## src/rtl/apb2axi_rd_rsp_collector_if.sv

```systemverilog
// Bundle of the AXI3 R channel, read-data-FIFO push port and completion port
// seen by the read response collector.
interface apb2axi_rd_rsp_collector_if #(
  parameter int TAG_NUM    = 16,
  parameter int AXI_ID_W   = 4,
  parameter int AXI_DATA_W = 64
);
  localparam int TAG_W = (TAG_NUM <= 1) ? 1 : $clog2(TAG_NUM);
  localparam int RDF_W = TAG_W + AXI_DATA_W + 3;
  // completion layout: {is_write, tag, num_beats[7:0], resp[1:0], error, err_beat_idx[7:0]}
  localparam int CPL_W = 1 + TAG_W + 8 + 2 + 1 + 8;

  logic [AXI_ID_W-1:0]   rid;
  logic [AXI_DATA_W-1:0] rdata;
  logic [1:0]            rresp;
  logic                  rlast;
  logic                  rvalid;
  logic                  rready;
  logic                  rdf_valid;
  logic                  rdf_ready;
  logic [RDF_W-1:0]      rdf_entry;
  logic                  cpl_valid;
  logic                  cpl_ready;
  logic [CPL_W-1:0]      cpl_entry;

  modport master (
    output rid, rdata, rresp, rlast, rvalid, rdf_ready, cpl_ready,
    input  rready, rdf_valid, rdf_entry, cpl_valid, cpl_entry
  );

  modport slave (
    input  rid, rdata, rresp, rlast, rvalid, rdf_ready, cpl_ready,
    output rready, rdf_valid, rdf_entry, cpl_valid, cpl_entry
  );
endinterface

```

## src/rtl/apb2axi_rd_rsp_collector.sv

```systemverilog
// Collects AXI3 read beats: forwards each beat tagged to the read data FIFO and
// emits one registered read completion per burst with beat count and error summary.
module apb2axi_rd_rsp_collector #(
  parameter int TAG_NUM    = 16,
  parameter int AXI_ID_W   = 4,
  parameter int AXI_DATA_W = 64
) (
  input  logic                          clk,
  input  logic                          rst,
  apb2axi_rd_rsp_collector_if.slave     bus
);
  localparam int TAG_W = (TAG_NUM <= 1) ? 1 : $clog2(TAG_NUM);
  localparam int RDF_W = TAG_W + AXI_DATA_W + 3;
  localparam int CPL_W = 1 + TAG_W + 8 + 2 + 1 + 8;

  localparam logic [1:0] RESP_OKAY   = 2'd0;
  localparam logic [1:0] RESP_EXOKAY = 2'd1;
  localparam logic [1:0] RESP_SLVERR = 2'd2;
  localparam logic [1:0] RESP_DECERR = 2'd3;
  localparam logic [7:0] CNT_MAX     = 8'd255;

  function automatic logic is_err(input logic [1:0] r);
    return (r == RESP_SLVERR) || (r == RESP_DECERR);
  endfunction

  // Error priority DECERR > SLVERR > OKAY; EXOKAY counts as OKAY here.
  function automatic logic [1:0] resp_max(input logic [1:0] a, input logic [1:0] b);
    logic [1:0] r;
    if ((a == RESP_DECERR) || (b == RESP_DECERR)) begin
      r = RESP_DECERR;
    end else if ((a == RESP_SLVERR) || (b == RESP_SLVERR)) begin
      r = RESP_SLVERR;
    end else begin
      r = RESP_OKAY;
    end
    return r;
  endfunction

  logic [7:0] beat_cnt_q [TAG_NUM];
  logic       err_seen_q [TAG_NUM];
  logic [7:0] err_idx_q  [TAG_NUM];
  logic [1:0] resp_acc_q [TAG_NUM];
  logic       all_exok_q [TAG_NUM];

  logic             cpl_valid_q;
  logic [CPL_W-1:0] cpl_entry_q;

  logic [AXI_ID_W-1:0] rid_s;
  logic [TAG_W-1:0]    tag_s;
  logic                rready_s;
  logic                beat_acc_s;
  logic                cpl_load_s;
  logic [7:0]          idx_s;
  logic [7:0]          beat_cnt_d;
  logic                cur_err_s;
  logic                err_seen_d;
  logic [7:0]          err_idx_d;
  logic [1:0]          resp_acc_d;
  logic                all_exok_d;
  logic [1:0]          cpl_resp_s;
  logic [CPL_W-1:0]    cpl_entry_d;

  assign rid_s = bus.rid;
  assign tag_s = rid_s[TAG_W-1:0];

  // Handshake and merge of the current beat into its tag's running state.
  always_comb begin
    rready_s   = bus.rdf_ready & (~cpl_valid_q | bus.cpl_ready) & ~rst;
    beat_acc_s = bus.rvalid & rready_s;
    cpl_load_s = beat_acc_s & bus.rlast;
    idx_s      = beat_cnt_q[tag_s];
    if (idx_s == CNT_MAX) begin
      beat_cnt_d = CNT_MAX;
    end else begin
      beat_cnt_d = idx_s + 8'd1;
    end
    cur_err_s  = is_err(bus.rresp);
    err_seen_d = err_seen_q[tag_s] | cur_err_s;
    if (err_seen_q[tag_s]) begin
      err_idx_d = err_idx_q[tag_s];
    end else if (cur_err_s) begin
      err_idx_d = idx_s;
    end else begin
      err_idx_d = 8'd0;
    end
    resp_acc_d = resp_max(resp_acc_q[tag_s], bus.rresp);
    all_exok_d = all_exok_q[tag_s] & (bus.rresp == RESP_EXOKAY);
    if (err_seen_d) begin
      cpl_resp_s = resp_acc_d;
    end else if (all_exok_d) begin
      cpl_resp_s = RESP_EXOKAY;
    end else begin
      cpl_resp_s = RESP_OKAY;
    end
    cpl_entry_d = {1'b0, tag_s, beat_cnt_d, cpl_resp_s, err_seen_d, err_idx_d};
  end

  assign bus.rready    = rready_s;
  assign bus.rdf_valid = beat_acc_s;
  assign bus.rdf_entry = RDF_W'({tag_s, bus.rdata, bus.rlast, bus.rresp});
  assign bus.cpl_valid = cpl_valid_q;
  assign bus.cpl_entry = cpl_entry_q;

  // Per-tag bookkeeping; a burst's state returns to idle on its last beat.
  always_ff @(posedge clk or posedge rst) begin
    if (rst) begin
      for (int i = 0; i < TAG_NUM; i++) begin
        beat_cnt_q[i] <= 8'd0;
        err_seen_q[i] <= 1'b0;
        err_idx_q[i]  <= 8'd0;
        resp_acc_q[i] <= RESP_OKAY;
        all_exok_q[i] <= 1'b1;
      end
    end else if (beat_acc_s) begin
      if (bus.rlast) begin
        beat_cnt_q[tag_s] <= 8'd0;
        err_seen_q[tag_s] <= 1'b0;
        err_idx_q[tag_s]  <= 8'd0;
        resp_acc_q[tag_s] <= RESP_OKAY;
        all_exok_q[tag_s] <= 1'b1;
      end else begin
        beat_cnt_q[tag_s] <= beat_cnt_d;
        err_seen_q[tag_s] <= err_seen_d;
        err_idx_q[tag_s]  <= err_idx_d;
        resp_acc_q[tag_s] <= resp_acc_d;
        all_exok_q[tag_s] <= all_exok_d;
      end
    end else begin
      beat_cnt_q <= beat_cnt_q;
    end
  end

  // Completion register: a new load wins over a drain so back-to-back has no bubble.
  always_ff @(posedge clk or posedge rst) begin
    if (rst) begin
      cpl_valid_q <= 1'b0;
      cpl_entry_q <= '0;
    end else if (cpl_load_s) begin
      cpl_valid_q <= 1'b1;
      cpl_entry_q <= cpl_entry_d;
    end else if (cpl_valid_q && bus.cpl_ready) begin
      cpl_valid_q <= 1'b0;
      cpl_entry_q <= cpl_entry_q;
    end else begin
      cpl_valid_q <= cpl_valid_q;
      cpl_entry_q <= cpl_entry_q;
    end
  end
endmodule
```

## src/flat_wrapper.sv

```systemverilog
// flat-port wrapper written by rule: the top's interface ports become plain ports
module apb2axi_rd_rsp_collector_flat 
#(
  parameter int TAG_NUM    = 16,
  parameter int AXI_ID_W   = 4,
  parameter int AXI_DATA_W = 64
)
  (clk, rst, bus_rid, bus_rdata, bus_rresp, bus_rlast, bus_rvalid, bus_rdf_ready, bus_cpl_ready, bus_rready, bus_rdf_valid, bus_rdf_entry, bus_cpl_valid, bus_cpl_entry);
  apb2axi_rd_rsp_collector_if #(.TAG_NUM(TAG_NUM), .AXI_ID_W(AXI_ID_W), .AXI_DATA_W(AXI_DATA_W)) bus_i ();
  input  logic clk;
  input  logic rst;
  input wire logic [$bits(bus_i.rid)-1:0] bus_rid;
  input wire logic [$bits(bus_i.rdata)-1:0] bus_rdata;
  input wire logic [$bits(bus_i.rresp)-1:0] bus_rresp;
  input wire logic [$bits(bus_i.rlast)-1:0] bus_rlast;
  input wire logic [$bits(bus_i.rvalid)-1:0] bus_rvalid;
  input wire logic [$bits(bus_i.rdf_ready)-1:0] bus_rdf_ready;
  input wire logic [$bits(bus_i.cpl_ready)-1:0] bus_cpl_ready;
  output wire logic [$bits(bus_i.rready)-1:0] bus_rready;
  output wire logic [$bits(bus_i.rdf_valid)-1:0] bus_rdf_valid;
  output wire logic [$bits(bus_i.rdf_entry)-1:0] bus_rdf_entry;
  output wire logic [$bits(bus_i.cpl_valid)-1:0] bus_cpl_valid;
  output wire logic [$bits(bus_i.cpl_entry)-1:0] bus_cpl_entry;
  assign bus_i.rid = bus_rid;
  assign bus_i.rdata = bus_rdata;
  assign bus_i.rresp = bus_rresp;
  assign bus_i.rlast = bus_rlast;
  assign bus_i.rvalid = bus_rvalid;
  assign bus_i.rdf_ready = bus_rdf_ready;
  assign bus_i.cpl_ready = bus_cpl_ready;
  assign bus_rready = bus_i.rready;
  assign bus_rdf_valid = bus_i.rdf_valid;
  assign bus_rdf_entry = bus_i.rdf_entry;
  assign bus_cpl_valid = bus_i.cpl_valid;
  assign bus_cpl_entry = bus_i.cpl_entry;
  apb2axi_rd_rsp_collector #(.TAG_NUM(TAG_NUM), .AXI_ID_W(AXI_ID_W), .AXI_DATA_W(AXI_DATA_W)) u_core (.clk(clk), .rst(rst), .bus(bus_i));
endmodule
```

## config.mk

```make
export PLATFORM = sky130hd
export DESIGN_NAME = apb2axi_rd_rsp_collector_flat
export DESIGN_NICKNAME = d
export VERILOG_FILES = /design/src/rtl/apb2axi_rd_rsp_collector_if.sv /design/src/rtl/apb2axi_rd_rsp_collector.sv /design/src/flat_wrapper.sv
export SDC_FILE = /design/constraint.sdc
export NUM_CORES = 1
export LEC_CHECK = 0
export CAP_MARGIN = 20
export CORE_UTILIZATION = 25
export CTS_CLUSTER_SIZE = 12
export DETAILED_ROUTE_END_ITERATION = 6
export GPL_TIMING_DRIVEN = 0
export PLACE_DENSITY = 0.43
export SLEW_MARGIN = 20
export SYNTH_ARGS = -nofsm -noshare
export SYNTH_HDL_FRONTEND = slang
export SYNTH_SLANG_ARGS = --single-unit
```

## constraint.sdc

```tcl
create_clock -name clk -period 11.8 [get_ports clk]
set_input_delay 1.77 -clock clk [delete_from_list [all_inputs] [get_ports clk]]
set_output_delay 1.77 -clock clk [all_outputs]
set_load 0.01 [all_outputs]
```

Yosys cells after proc, flatten, opt, wreduce, memory -nomap -nowiden
Cells that the tools add are included.
{"block": "totals", "regBits": 344, "input_bits": 76, "word_cells": 155}
{"block": "classes", "addsub": 1, "order_cmp": 2, "n_eq_ne": 6, "n_mux": 40, "bitwise_logic": 18, "reduce_logical": 6}
{"operator": "128-bit bitwise AND", "count": 2}
{"operator": "128-bit bitwise mux", "count": 2}
{"operator": "128-bit two-way mux", "count": 2}
{"operator": "128-bit NOT", "count": 1}
{"operator": "8-bit binary-select mux with 4-bit select", "count": 2}
{"operator": "8-bit two-way mux", "count": 8}
{"operator": "32-bit bitwise AND", "count": 1}
{"operator": "16-bit bitwise mux", "count": 2}
{"operator": "32-bit bitwise mux", "count": 1}
{"operator": "8-bit demux with 4-bit select", "count": 1}
{"operator": "16-bit two-way mux", "count": 2}
{"operator": "32-bit two-way mux", "count": 1}
{"operator": "32-bit NOT", "count": 1}
{"operator": "16-bit bitwise AND", "count": 1}
{"operator": "16-bit NOT", "count": 1}
{"operator": "16-bit OR", "count": 1}
{"operator": "2-bit two-way mux", "count": 6}
{"operator": "8-bit by 1-bit adder with 8-bit output, second input constant", "count": 1}
{"operator": "1-bit binary-select mux with 4-bit select", "count": 2}
{"operator": "2-bit binary-select mux with 4-bit select", "count": 1}
{"operator": "2-bit demux with 4-bit select", "count": 1}
{"operator": "2-bit equality test, second input constant", "count": 4}
{"operator": "8-bit equality test, second input constant", "count": 1}
{"operator": "1-bit two-way mux", "count": 8}
{"operator": "other kinds (11)", "count": 20}

Longest topological paths before layout
{"block": "depth", "ltp_word": 10, "mapped_depth": 12}

Least setup slack after synthesis
Ideal clock, no wire load.
{"block": "synth_timing", "path_kind": "input-to-output", "start": "input port rst", "end": "output port bus_rdf_valid", "t_arrival_ps": 10111, "required_ps": 10030, "slack_ps": -81, "path_stages": 4, "cell_sequence": "inv_1 -> and3_1 -> nand2_1 -> inv_1"}
{"block": "synth_between", "elab_chain_len": 3}
{"item": "start, declared", "line_no": "flat_wrapper.sv:11", "source": "input logic rst;"}
{"item": "1-bit NOT", "line_no": "apb2axi_rd_rsp_collector.sv:68", "source": "rready_s = bus.rdf_ready & (~cpl_valid_q | bus.cpl_ready) & ~rst;"}
{"item": "1-bit bitwise AND", "line_no": "apb2axi_rd_rsp_collector.sv:68"}
{"item": "named net bus_rready", "line_no": "flat_wrapper.sv:19", "source": "output wire logic [$bits(bus_i.rready)-1:0] bus_rready;"}
{"item": "1-bit bitwise AND", "line_no": "apb2axi_rd_rsp_collector.sv:69", "source": "beat_acc_s = bus.rvalid & rready_s;"}
{"item": "end, declared", "line_no": "flat_wrapper.sv:20", "source": "output wire logic [$bits(bus_i.rdf_valid)-1:0] bus_rdf_valid;"}
The timed path passes the listed nets, and every way through them passes these cells.

Worst setup path in the final report
{"block": "layout_timing", "start": "input port rst", "end": "output port bus_rdf_valid"}
{"block": "layout_between", "elab_chain_len": 3}
{"item": "1-bit NOT", "line_no": "apb2axi_rd_rsp_collector.sv:68"}
{"item": "1-bit bitwise AND", "line_no": "apb2axi_rd_rsp_collector.sv:68"}
{"item": "1-bit bitwise AND", "line_no": "apb2axi_rd_rsp_collector.sv:69"}
No other way between the ends.

==> impl_metrics.env <==
export IMPL_rr_worst_depth=8
export IMPL_drt_first_iter_violations=629
export IMPL_via_count=10812
export IMPL_design_die_area_um2=66050
export IMPL_synth_common_cells="328 x dfrtp_1, 223 x nand2_1, 149 x mux2_2"
export IMPL_drive_gt1_frac=0.3274
export IMPL_cts_resized=0
export IMPL_clockRootBuffer="clkbuf_16"
export IMPL_dp_hpwl_mm=35.41
export IMPL_syn_area_per_cell_um2=12.71
export IMPL_synth_most_common_cell="dfrtp_1"
export IMPL_syn2layout_area_growth_pct=22.90
export IMPL_cp_arrival_ps=4170
export IMPL_core_um2=64350
export IMPL_critPathMaxStageDelay_ps=500
export IMPL_clkPwrFrac=0.460
export IMPL_wl_mm=50.63
export IMPL_power_leakage_nw=8.776
export IMPL_synthCells=1279
export IMPL_clkTransAtPathRegs_ps=60
export IMPL_synth_enable_flop_cells=0
export IMPL_post_cts_buffers=0
export IMPL_p_seq_frac=0.449
export IMPL_holdWs_ps=465.5
export IMPL_postRouteAntennaNets=0
export IMPL_cts_tree="built"
export IMPL_path_buf_inv=6
export IMPL_vias_per_cell=4.652
export IMPL_placed_area_um2=18650
export IMPL_ys_seq_area_frac=0.5307
export IMPL_p_int_mw=2.102
export IMPL_start_util=0.2526
export IMPL_antenna_found_initial=0
export IMPL_num_fill_cells=6518
export IMPL_synth_seq_cells=344
export IMPL_ir_worst_vdd_mv=0.08441
export IMPL_clockBufferDepth=3
export IMPL_powerDensity_nw_per_um2=138.1
export IMPL_diodes=0
export IMPL_ff2ff_setup_slack_ps=8370
export IMPL_final_hold_violation_count=0
export IMPL_gr_total_overflow=0
export IMPL_crit_slowest_cell="clkdlybuf4s50_1"
export IMPL_die_y_um=257.0
export IMPL_hold_path_class="register to register"
export IMPL_path_depth=8
export IMPL_cts_made_buffers=40
export IMPL_period_needed_ps=5938
export IMPL_report_final_slew_viol_count=0
export IMPL_crit_path_start="rst"
export IMPL_r2r_end="u_core.beat_cnt_q[79]"
export IMPL_cts_sinks=344
export IMPL_route_detailed_wl_per_inst_um=21.79
export IMPL_synth_top_area_cell="dfrtp_1"
export IMPL_critical_path_class="input port to output port"
export IMPL_ys_types=56
export IMPL_postSynth_asyncResetShare=1.000
export IMPL_yosysWarnings=0
export IMPL_cp_start_kind="input port"
export IMPL_outcome="finished, final reports clean"
export IMPL_grt_max_degree=35
export IMPL_slew_headroom=0.2651
export IMPL_path_delay_family="buffers and inverters"
export IMPL_timing_rr_start="u_core.beat_cnt_q[48]"
export IMPL_finalInstanceArea_um2=19980
export IMPL_p_comb_frac=0.091
export IMPL_grt_pass1_wl_mm=76.38
export IMPL_row_count=93
export IMPL_finalPower_mw=2.759
export IMPL_crit_path_end="bus_rdf_valid"
export IMPL_synth_top_area_share=0.5049
export IMPL_setup_viol=0
export IMPL_dieWidth_um=257.0
export IMPL_p_sw_frac=0.2382
export IMPL_htreeDepth=2
export IMPL_cts_hold_buffers=0
export IMPL_layout_nets=1517
export IMPL_port_buffers=107
export IMPL_syn_area_um2=16260
export IMPL_finClkSkew_ps=19.25
export IMPL_endpoint_kind="output port"
export IMPL_grt_usage=0.1554
export IMPL_drc=0
export IMPL_finish_utilization=0.3105
export IMPL_synth_ff_type="dfrtp_1"
export IMPL_cp_max_fo=30
export IMPL_period_share=0.5032
export IMPL_worstMarginPinSlew_ps=1102
export IMPL_max_freq_mhz=168.4
export IMPL_switchingPower_mw=0.6570
export IMPL_syn_nets=1356
export IMPL_firstDrtPassIters=5
export IMPL_rsz0062_at_grt="false"
export IMPL_clock_latency_ps=560
export IMPL_synth_area_leaders="dfrtp_1 50%, mux4_2 11%, mux2_2 10%"
export IMPL_required_ps=10030
export IMPL_drv_cap=0
export IMPL_io_pins=174
export IMPL_crit_chain="clkdlybuf4s50_1 -> clkinvlp_4 -> buf_12 -> buf_12 -> and3_1 -> nand2_1 -> inv_1 -> clkdlybuf4s50_1"
export IMPL_grt_pass1_vias=11315
export IMPL_gp_congestion=0.7900
tightest hold or removal path, stage by stage (launching register included):
cell	delay [ps]
dfstp_2	370
nand2_1	40
o21ai_1	50
flip-flops by register name, indices dropped and copies added, names as in the netlist:
| name | cells |
|---|---|
| u_core.beat_cnt_q | 128 |
| u_core.all_exok_q | 16 |
| u_core.resp_acc_q | 32 |
| u_core.err_seen_q | 16 |
| u_core.err_idx_q | 128 |
| u_core.bus.cpl_entry | 23 |
| u_core.bus.cpl_valid | 1 |
logic make-up after synthesis:
logic type | synth area share
other | 0.0002307
multiplexers | 0.2337
buffers and inverters | 0.07096
XOR/XNOR | 0.001078
flip-flops | 0.5307
adder cells (fa/ha/maj) | 0.0007695
AO/OA/AOI/OAI | 0.08766
AND/OR/NAND/NOR | 0.07489
worst min path at each step:
stage / from / to / slack (ps) / cells after the start
after floorplan: u_core.beat_cnt_q[113] / u_core.beat_cnt_q[113] / 440 / 2
after detailed placement: u_core.all_exok_q[0] / u_core.all_exok_q[0] / 460 / 2
after global routing: u_core.all_exok_q[11] / u_core.all_exok_q[11] / 490 / 2
after global placement: u_core.all_exok_q[11] / u_core.all_exok_q[11] / 450 / 2
final: u_core.all_exok_q[0] / u_core.all_exok_q[0] / 470 / 2
after CTS: u_core.all_exok_q[0] / u_core.all_exok_q[0] / 470 / 2
stage by stage:
stage | worst slack, ps | instances | TNS, ps
finish | 5862 | 2324 | 0
global route | 5717 | 2324 | 0
CTS | 5802 | 2324 | 0
detailed placement | 5688 | 2253 | 0
global placement | -1450 | 2241 | -211240
floorplan | 2255 | 1279 | 0
cell usage in the layout (no fill, tap or decap), drive strengths merged, types with 5 or more instances in the layout:
master and n:
a22oi 12, mux4 92, buf 127, or2 16
dfrtp 328, a21oi 11, nor2b 5, mux2 149
clkbuf 110, nor2 18, clkdlybuf4s50 107, clkinv 10
a22o 5, o21ai 183, a211oi 6, dfstp 16
nand3 6, nand2 223, o31ai 12
power groups by stage:
stage | sequential [mW] | clock [mW] | combinational [mW]
2_1_floorplan | 1.26 | 0 | 0.146
3_3_place_gp | 1.26 | 0 | 0.242
3_5_place_dp | 1.26 | 0 | 0.255
4_1_cts | 1.24 | 1.31 | 0.256
5_1_grt | 1.24 | 1.35 | 0.272
6_report | 1.24 | 1.27 | 0.250
final cells by class:
| class | count | area [µm²] | area share |
|---|---|---|---|
| Tap cell | 855 | 1070 | 0.05354 |
| Clock buffer | 59 | 1194 | 0.05974 |
| Sequential cell | 344 | 8628 | 0.4319 |
| Buffer | 166 | 1144 | 0.05724 |
| Clock inverter | 12 | 135.1 | 0.006764 |
| Multi-Input combinational cell | 766 | 6475 | 0.3241 |
| Timing Repair Buffer | 119 | 1319 | 0.06601 |
| Inverter | 3 | 15.01 | 0.0007515 |
layer usage:
metal  wire length (µm)  vias to the layer above  GRT usage
met5                  0                        -          0
met4                992                        0    0.03985
met3               2254                       59    0.02305
met2              23960                      281     0.2521
met1              23430                     5646     0.2160
li1                   -                     4826          -
(Power assumes the default switching activity.)
